[src/rtl/instr_adr_stage_bp_pkg.sv]
// Shared types and constants for the registered next-instruction-address stage and its BTB.
package instr_adr_stage_bp_pkg;

  localparam int unsigned WordLengthDef = 32;
  localparam int unsigned InstrBytesDef = 4;

  localparam logic [1:0] CtrWeakTaken = 2'd2;
  localparam logic [1:0] CtrMax       = 2'd3;

  typedef enum logic [0:0] {
    StReset = 1'b0,
    StRun   = 1'b1
  } fsm_state_e;

endpackage

[src/rtl/instr_adr_btb.sv]
// Direct-mapped branch target buffer with 2-bit saturating counters.
// Lookup is combinational on the fetch offset; updates from EX are written on clk.
module instr_adr_btb
  import instr_adr_stage_bp_pkg::*;
#(
  parameter int unsigned WORD_LENGTH = WordLengthDef,
  parameter int unsigned BTB_ENTRIES = 16,
  parameter int unsigned INSTR_BYTES = InstrBytesDef
) (
  input  logic                   clk_i,
  input  logic                   rst_i,
  input  logic [WORD_LENGTH-1:0] lookup_pc_i,
  output logic                   pred_taken_o,
  output logic [WORD_LENGTH-1:0] pred_target_o,
  input  logic                   upd_valid_i,
  input  logic [WORD_LENGTH-1:0] upd_pc_i,
  input  logic [WORD_LENGTH-1:0] upd_target_i,
  input  logic                   upd_taken_i
);

  localparam int unsigned IdxW = $clog2(BTB_ENTRIES);
  localparam int unsigned OfsW = $clog2(INSTR_BYTES);
  localparam int unsigned TagW = WORD_LENGTH - OfsW - IdxW;

  typedef struct packed {
    logic                   valid;
    logic [TagW-1:0]        tag;
    logic [WORD_LENGTH-1:0] target;
    logic [1:0]             ctr;
  } btb_entry_t;

  btb_entry_t mem_q [BTB_ENTRIES];

  logic [IdxW-1:0] lk_idx, upd_idx;
  logic [TagW-1:0] lk_tag, upd_tag;
  btb_entry_t      lk_entry, upd_old, upd_new;
  logic            upd_we;

  assign lk_idx  = lookup_pc_i[OfsW +: IdxW];
  assign lk_tag  = lookup_pc_i[WORD_LENGTH-1 -: TagW];
  assign upd_idx = upd_pc_i[OfsW +: IdxW];
  assign upd_tag = upd_pc_i[WORD_LENGTH-1 -: TagW];

  // Byte-offset bits never select or tag an entry.
  if (OfsW > 0) begin : g_ofs
    logic unused_ofs;
    assign unused_ofs = ^{lookup_pc_i[OfsW-1:0], upd_pc_i[OfsW-1:0]};
  end

  always_comb begin
    lk_entry      = mem_q[lk_idx];
    pred_taken_o  = lk_entry.valid && (lk_entry.tag == lk_tag) && (lk_entry.ctr >= CtrWeakTaken);
    pred_target_o = lk_entry.target;
  end

  always_comb begin
    upd_old = mem_q[upd_idx];
    upd_new = upd_old;
    upd_we  = 1'b0;
    if (upd_valid_i) begin
      if (upd_old.valid && (upd_old.tag == upd_tag)) begin
        upd_we = 1'b1;
        if (upd_taken_i) begin
          upd_new.ctr    = (upd_old.ctr == CtrMax) ? CtrMax : upd_old.ctr + 2'd1;
          upd_new.target = upd_target_i;
        end else begin
          upd_new.ctr = (upd_old.ctr == 2'd0) ? 2'd0 : upd_old.ctr - 2'd1;
        end
      end else if (upd_taken_i) begin
        upd_we         = 1'b1;
        upd_new.valid  = 1'b1;
        upd_new.tag    = upd_tag;
        upd_new.target = upd_target_i;
        upd_new.ctr    = CtrWeakTaken;
      end
    end
  end

  always_ff @(posedge clk_i or posedge rst_i) begin
    if (rst_i) begin
      for (int i = 0; i < BTB_ENTRIES; i++) begin
        mem_q[i] <= '0;
      end
    end else if (upd_we) begin
      mem_q[upd_idx] <= upd_new;
    end
  end

endmodule

[src/rtl/instr_adr_stage_bp.sv]
// Registered next-instruction-address generator: EX/OF/DF redirects, stall hold,
// BTB-predicted targets and sequential increment, in that priority.
module instr_adr_stage_bp
  import instr_adr_stage_bp_pkg::*;
#(
  parameter int unsigned WORD_LENGTH   = WordLengthDef,
  parameter int unsigned BTB_ENTRIES   = 16,
  parameter int unsigned INSTR_BYTES   = InstrBytesDef,
  parameter logic [WORD_LENGTH-1:0] RESET_PSTATE0 = '0,
  parameter logic [WORD_LENGTH-1:0] RESET_PSTATE1 = '0
) (
  input  logic                   clk,
  input  logic                   rst,
  input  logic                   inExRedirect,
  input  logic [WORD_LENGTH-1:0] inExPstate0,
  input  logic [WORD_LENGTH-1:0] inExPstate1,
  input  logic                   inOfRedirect,
  input  logic [WORD_LENGTH-1:0] inOfPstate0,
  input  logic [WORD_LENGTH-1:0] inOfPstate1,
  input  logic                   inDfRedirect,
  input  logic [WORD_LENGTH-1:0] inDfPstate0,
  input  logic [WORD_LENGTH-1:0] inDfPstate1,
  input  logic                   inStall,
  input  logic                   inBtbUpdValid,
  input  logic [WORD_LENGTH-1:0] inBtbUpdPc,
  input  logic [WORD_LENGTH-1:0] inBtbUpdTarget,
  input  logic                   inBtbUpdTaken,
  output logic                   outValid,
  output logic [WORD_LENGTH-1:0] outPstate0,
  output logic [WORD_LENGTH-1:0] outPstate1,
  output logic                   outPredTaken
);

  localparam logic [WORD_LENGTH-1:0] InstrInc = WORD_LENGTH'(INSTR_BYTES);

  fsm_state_e             state_q, state_d;
  logic [WORD_LENGTH-1:0] pstate0_q, pstate0_d;
  logic [WORD_LENGTH-1:0] pstate1_q, pstate1_d;
  logic                   pred_q, pred_d;

  logic                   btb_pred_taken;
  logic [WORD_LENGTH-1:0] btb_pred_target;

  instr_adr_btb #(
    .WORD_LENGTH (WORD_LENGTH),
    .BTB_ENTRIES (BTB_ENTRIES),
    .INSTR_BYTES (INSTR_BYTES)
  ) u_btb (
    .clk_i         (clk),
    .rst_i         (rst),
    .lookup_pc_i   (pstate1_q),
    .pred_taken_o  (btb_pred_taken),
    .pred_target_o (btb_pred_target),
    .upd_valid_i   (inBtbUpdValid),
    .upd_pc_i      (inBtbUpdPc),
    .upd_target_i  (inBtbUpdTarget),
    .upd_taken_i   (inBtbUpdTaken)
  );

  always_comb begin
    state_d   = state_q;
    pstate0_d = pstate0_q;
    pstate1_d = pstate1_q;
    pred_d    = pred_q;
    unique case (state_q)
      StReset: begin
        // Leave reset without touching the address so the reset vector is fetched first.
        state_d = StRun;
      end
      StRun: begin
        if (inExRedirect) begin
          pstate0_d = inExPstate0;
          pstate1_d = inExPstate1;
          pred_d    = 1'b0;
        end else if (inOfRedirect) begin
          pstate0_d = inOfPstate0;
          pstate1_d = inOfPstate1;
          pred_d    = 1'b0;
        end else if (inDfRedirect) begin
          pstate0_d = inDfPstate0;
          pstate1_d = inDfPstate1;
          pred_d    = 1'b0;
        end else if (inStall) begin
          pred_d = pred_q;
        end else if (btb_pred_taken) begin
          pstate1_d = btb_pred_target;
          pred_d    = 1'b1;
        end else begin
          pstate1_d = pstate1_q + InstrInc;
          pred_d    = 1'b0;
        end
      end
      default: state_d = StReset;
    endcase
  end

  always_ff @(posedge clk or posedge rst) begin
    if (rst) begin
      state_q   <= StReset;
      pstate0_q <= RESET_PSTATE0;
      pstate1_q <= RESET_PSTATE1;
      pred_q    <= 1'b0;
    end else begin
      state_q   <= state_d;
      pstate0_q <= pstate0_d;
      pstate1_q <= pstate1_d;
      pred_q    <= pred_d;
    end
  end

  assign outValid     = (state_q == StRun);
  assign outPstate0   = pstate0_q;
  assign outPstate1   = pstate1_q;
  assign outPredTaken = pred_q;

endmodule

[config.mk]
export PLATFORM = sky130hd
export DESIGN_NAME = instr_adr_stage_bp
export DESIGN_NICKNAME = d
export VERILOG_FILES = /design/src/rtl/instr_adr_stage_bp_pkg.sv /design/src/rtl/instr_adr_btb.sv /design/src/rtl/instr_adr_stage_bp.sv
export SDC_FILE = /design/constraint.sdc
export NUM_CORES = 2
export LEC_CHECK = 0
export CORE_MARGIN = 1
export CORE_UTILIZATION = 55
export DETAILED_ROUTE_END_ITERATION = 8
export PLACE_DENSITY = 0.74
export SLEW_MARGIN = 30
export SYNTH_ARGS = -nofsm -noshare
export SYNTH_HDL_FRONTEND = slang
export SYNTH_HIERARCHICAL = 1
export SYNTH_SLANG_ARGS = --single-unit
[constraint.sdc]
create_clock -name clk -period 54.2 [get_ports clk]
set_input_delay 5.42 -clock clk [delete_from_list [all_inputs] [get_ports clk]]
set_output_delay 5.42 -clock clk [all_outputs]
set_load 0.1 [all_outputs]
==> flow_summary.json <==
{
  "outcome": "finished, final reports clean",
  "crit_slowest_cell": "buf_4",
  "grt_setup_unrepaired": "false",
  "clock_latency_ns": 0.71,
  "drtIter0Drc": 3944,
  "final_cells": 5485,
  "grt_usage": 0.321,
  "io_buffers": 327,
  "grt_pass1_vias": 38500,
  "synth-xor-area-share": 0.00840,
  "die_h_um": 325,
  "syn-num-nets": 4120,
  "synth-main-ff-cell": "dfrtp_1",
  "drive_gt1_frac": 0.452,
  "synth_cell_types": 77,
  "dieArea_um2": 106000,
  "synth_compound_area_frac": 0.0393,
  "path_max_fanout": 45,
  "grt.overflow.total": 0,
  "period_share": 0.220,
  "crit_chain": "buf_8, buf_6, buf_4, mux4_2, o22ai_1, nor2_1, xor2_1, or4_1, nor4_2, a31oi_4, buf_4, nor4_4, buf_6, buf_4, buf_4, mux2_2",
  "cts_tree": "yes",
  "hold_slack_ns": 0.478,
  "pin_count": 330,
  "highest_layer": "met5",
  "yosysWarnings": 6,
  "wl_per_cell_um": 30.6,
  "power_frac_seq": 0.420,
  "postRouteWirelength_um": 168000,
  "switchingPower_w": 0.000694,
  "wl_met1_um": 67200,
  "crit_path_frequent_cell": "buf_4",
  "synth-edff-count": 0,
  "async_flop_share": 1.00,
  "p_int_w": 0.00165,
  "post-place-cells": 5277,
  "period_minus_slack_ns": 11.93,
  "p_total_w": 0.00235,
  "relSlewSlack": 0.204,
  "pwr-share-clk": 0.346,
  "htree_levels": 3,
  "fin_worst_skew_ns": 0.0379,
  "wl_met2_um": 79500,
  "synth_seq_area_share": 0.455,
  "cp-start-kind": "input pin",
  "synthMuxAreaShare": 0.435,
  "vias_per_cell": 6.83,
  "worst_slew_pin_slew_ns": 1.19,
  "clk_pin_slew_ns": 0.06,
  "vias": 37500,
  "grt_max_degree": 185,
  "p_per_area_nw_per_um2": 35.7,
  "post_cts_resized": 0,
  "slew_viol_final": 0,
  "maxCapViolations": 0,
  "postCtsSetupRepairBufs": 0,
  "met3_length_um": 14300,
  "finalHoldViolations": 0,
  "comb_power_share": 0.234,
  "syn_area_per_cell_um2": 14.9,
  "syn-cell-area_um2": 57400,
  "grt_pass1_wl_um": 253000,
  "setup_violations": 0,
  "yosys.area_share.simple": 0.0332,
  "required_ns": 54.78,
  "start_util": 0.554,
  "syn_to_final_growth_pct": 14.5,
  "place_congestion": 0.904,
  "hold_path.class": "flop to flop",
  "antenna_found_initial": 4,
  "ir_worst_vdd_mv": 0.0279,
  "swShare": 0.296,
  "drc": 0,
  "leakagePower_nw": 28.4,
  "synth_fa_ha_area_frac": 0.000218,
  "nNetsFinal": 4276,
  "drtPass1Iterations": 5,
  "clock_path_buffers": 3,
  "dp_hpwl_um": 100000,
  "root_buffer": "clkbuf_16",
  "syn_inst": 3855,
  "fp.coreArea_um2": 103000,
  "synth_top_family_by_area": "multiplexers",
  "cts-hold-fix-buffers": 0,
  "fin_setup_tns_ns": 0,
  "cp-end-kind": "flop",
  "cts_num_sinks": 1042,
  "numCtsBuffers": 110,
  "crit_arrival_ns": 12.51,
  "criticalPathCategory": "input pin to flop",
  "critPathMaxStageDelay_ns": 0.80,
  "n_fill_cell": 7507,
  "max_freq_mhz": 83.8,
  "die_width_um": 325,
  "rows": 118,
  "ant_nets": 0,
  "ys_ff_latch": 1042
}
[per-stage QoR]
stage | util | setup WS [ns] | cell area (µm²)
after CTS | 0.633 | 42.11 | 65600
after global placement | 0.595 | 41.12 | 61600
after floorplan | - | 21.32 | 57400
after detailed placement | 0.596 | 41.36 | 61700
final | 0.634 | 42.27 | 65600
after global routing | 0.634 | 42.07 | 65600
[power by group through the flow]
stage | sequential, W | clock (W) | combinational (W)
2_1_floorplan | 0.00101 | 0 | 0.000364
3_3_place_gp | 0.000987 | 0 | 0.000534
3_5_place_dp | 0.000995 | 0 | 0.000545
4_1_cts | 0.000983 | 0.000822 | 0.000546
5_1_grt | 0.00100 | 0.000854 | 0.000580
6_report | 0.000986 | 0.000811 | 0.000549
[flip-flops by register name (all words and copies together) (netlist names)]
name	count
outPredTaken	1
outPstate0	32
outPstate1	32
outValid	1
u_btb/mem_q	976
[worst max-delay path: cells and delay by family]
kind            cells  cell delay [ns]
compound gates      2             0.33
xor+xnor            1             0.18
buf+inv             7             3.40
mux                 2             1.03
simple gates        4             1.86
[Yosys cell counts (4+ instances only)]
cell type     n  share of area
a31oi_1       5        0.00055
or3_1         4        0.00044
o211ai_1      8         0.0010
o21ai_1       7        0.00061
mux4_2      554           0.22
o22ai_1      40         0.0044
o31ai_1      23         0.0030
o21ai_0      87         0.0076
buf_2       135          0.012
nor3_1       19         0.0017
nor2b_1      13         0.0014
mux2i_1      92          0.016
a22o_1        6        0.00092
nand4_1      12         0.0013
o31a_1       10         0.0015
nor4_1       10         0.0011
xor2_1       25         0.0038
nand3_1      30         0.0026
a22oi_1      17         0.0022
inv_1        21         0.0014
a311oi_1      4        0.00061
a221oi_1     24         0.0037
o221ai_1      5        0.00076
a21oi_1      57         0.0050
nand2_1     102         0.0067
or2_2        19         0.0021
nand2b_1      6        0.00065
xnor2_1      30         0.0046
dfrtp_1    1042           0.45
mux2_2      964           0.19
and2_1       10         0.0011
a221o_1       7         0.0012
nor3_2       11         0.0019
mux2_1       61          0.012
buf_1        42         0.0027
a211oi_1     15         0.0020
buf_4        12         0.0016
nor4_2        6         0.0013
a41oi_1       4        0.00061
nor2_1       82         0.0054
clkbuf_1    174          0.011
and3_1       10         0.0011
[final cells by class]
| type | count | area [µm²] | share of cell area |
|---|---|---|---|
| clock inverters | 41 | 603 | 0.00919 |
| clock buffers | 163 | 3300 | 0.0502 |
| diodes | 2 | 5.00 | 0.0000762 |
| well taps | 1380 | 1730 | 0.0263 |
| flip-flops and latches | 1042 | 26100 | 0.397 |
| repair buffers | 409 | 4050 | 0.0618 |
| inverters | 22 | 95.1 | 0.00145 |
| multi-input cells | 2426 | 29800 | 0.454 |
[per-layer routing]
metal / track usage / vias to the layer above
li1: - / 15300
met4: 0.123 / 6
met1: 0.443 / 20000
met3: 0.0690 / 354
met5: 0 / -
met2: 0.501 / 1734
[final timing paths]
kind | start | endpoint | slack [ns] | depth (start not counted)
min in group asynchronous | rst | u_btb/mem_q[640]$_DFFE_PP0P_ | 5.30 | 2
max in group asynchronous | rst | u_btb/mem_q[178]$_DFFE_PP0P_ | 45.99 | 5
setup reg to reg | outPstate1[3]$_DFFE_PP0P_ | outPstate1[10]$_DFFE_PP0P_ | 47.84 | 15
hold reg to reg | outPstate0[3]$_DFFE_PP0P_ | outPstate0[3]$_DFFE_PP0P_ | 0.48 | 2
hold / removal | outPstate0[3]$_DFFE_PP0P_ | outPstate0[3]$_DFFE_PP0P_ | 0.48 | 2
setup / recovery | inBtbUpdPc[2] | u_btb/mem_q[720]$_DFFE_PP0P_ | 42.27 | 16
[placed cells by master, fill, tap and decap left out, types with 30 or more instances in the layout]
cell type and count:
mux2_2 964, clkbuf_16 114, mux2_1 61, clkdlybuf4s50_1 317, mux4_2 554, buf_4 57
nand2_1 101, xnor2_1 30, o22ai_1 39, dfrtp_1 1038, a21oi_1 57, nor2_1 82
o21ai_0 87, mux2i_1 85, nand3_1 30
[kinds of logic (layout without fill, tap and decap cells)]
| kind of cell | Yosys count | count (layout) |
|---|---|---|
| buffers and inverters | 387 | 635 |
| multiplexers | 1671 | 1671 |
| AND/OR/NAND/NOR | 356 | 356 |
| XOR/XNOR | 55 | 55 |
| adder cells (fa/ha/maj) | 1 | 1 |
| flip-flops | 1042 | 1042 |
| AO/OA/AOI/OAI | 342 | 342 |
| other | 1 | 3 |
Power figures use the tool's default switching activity.
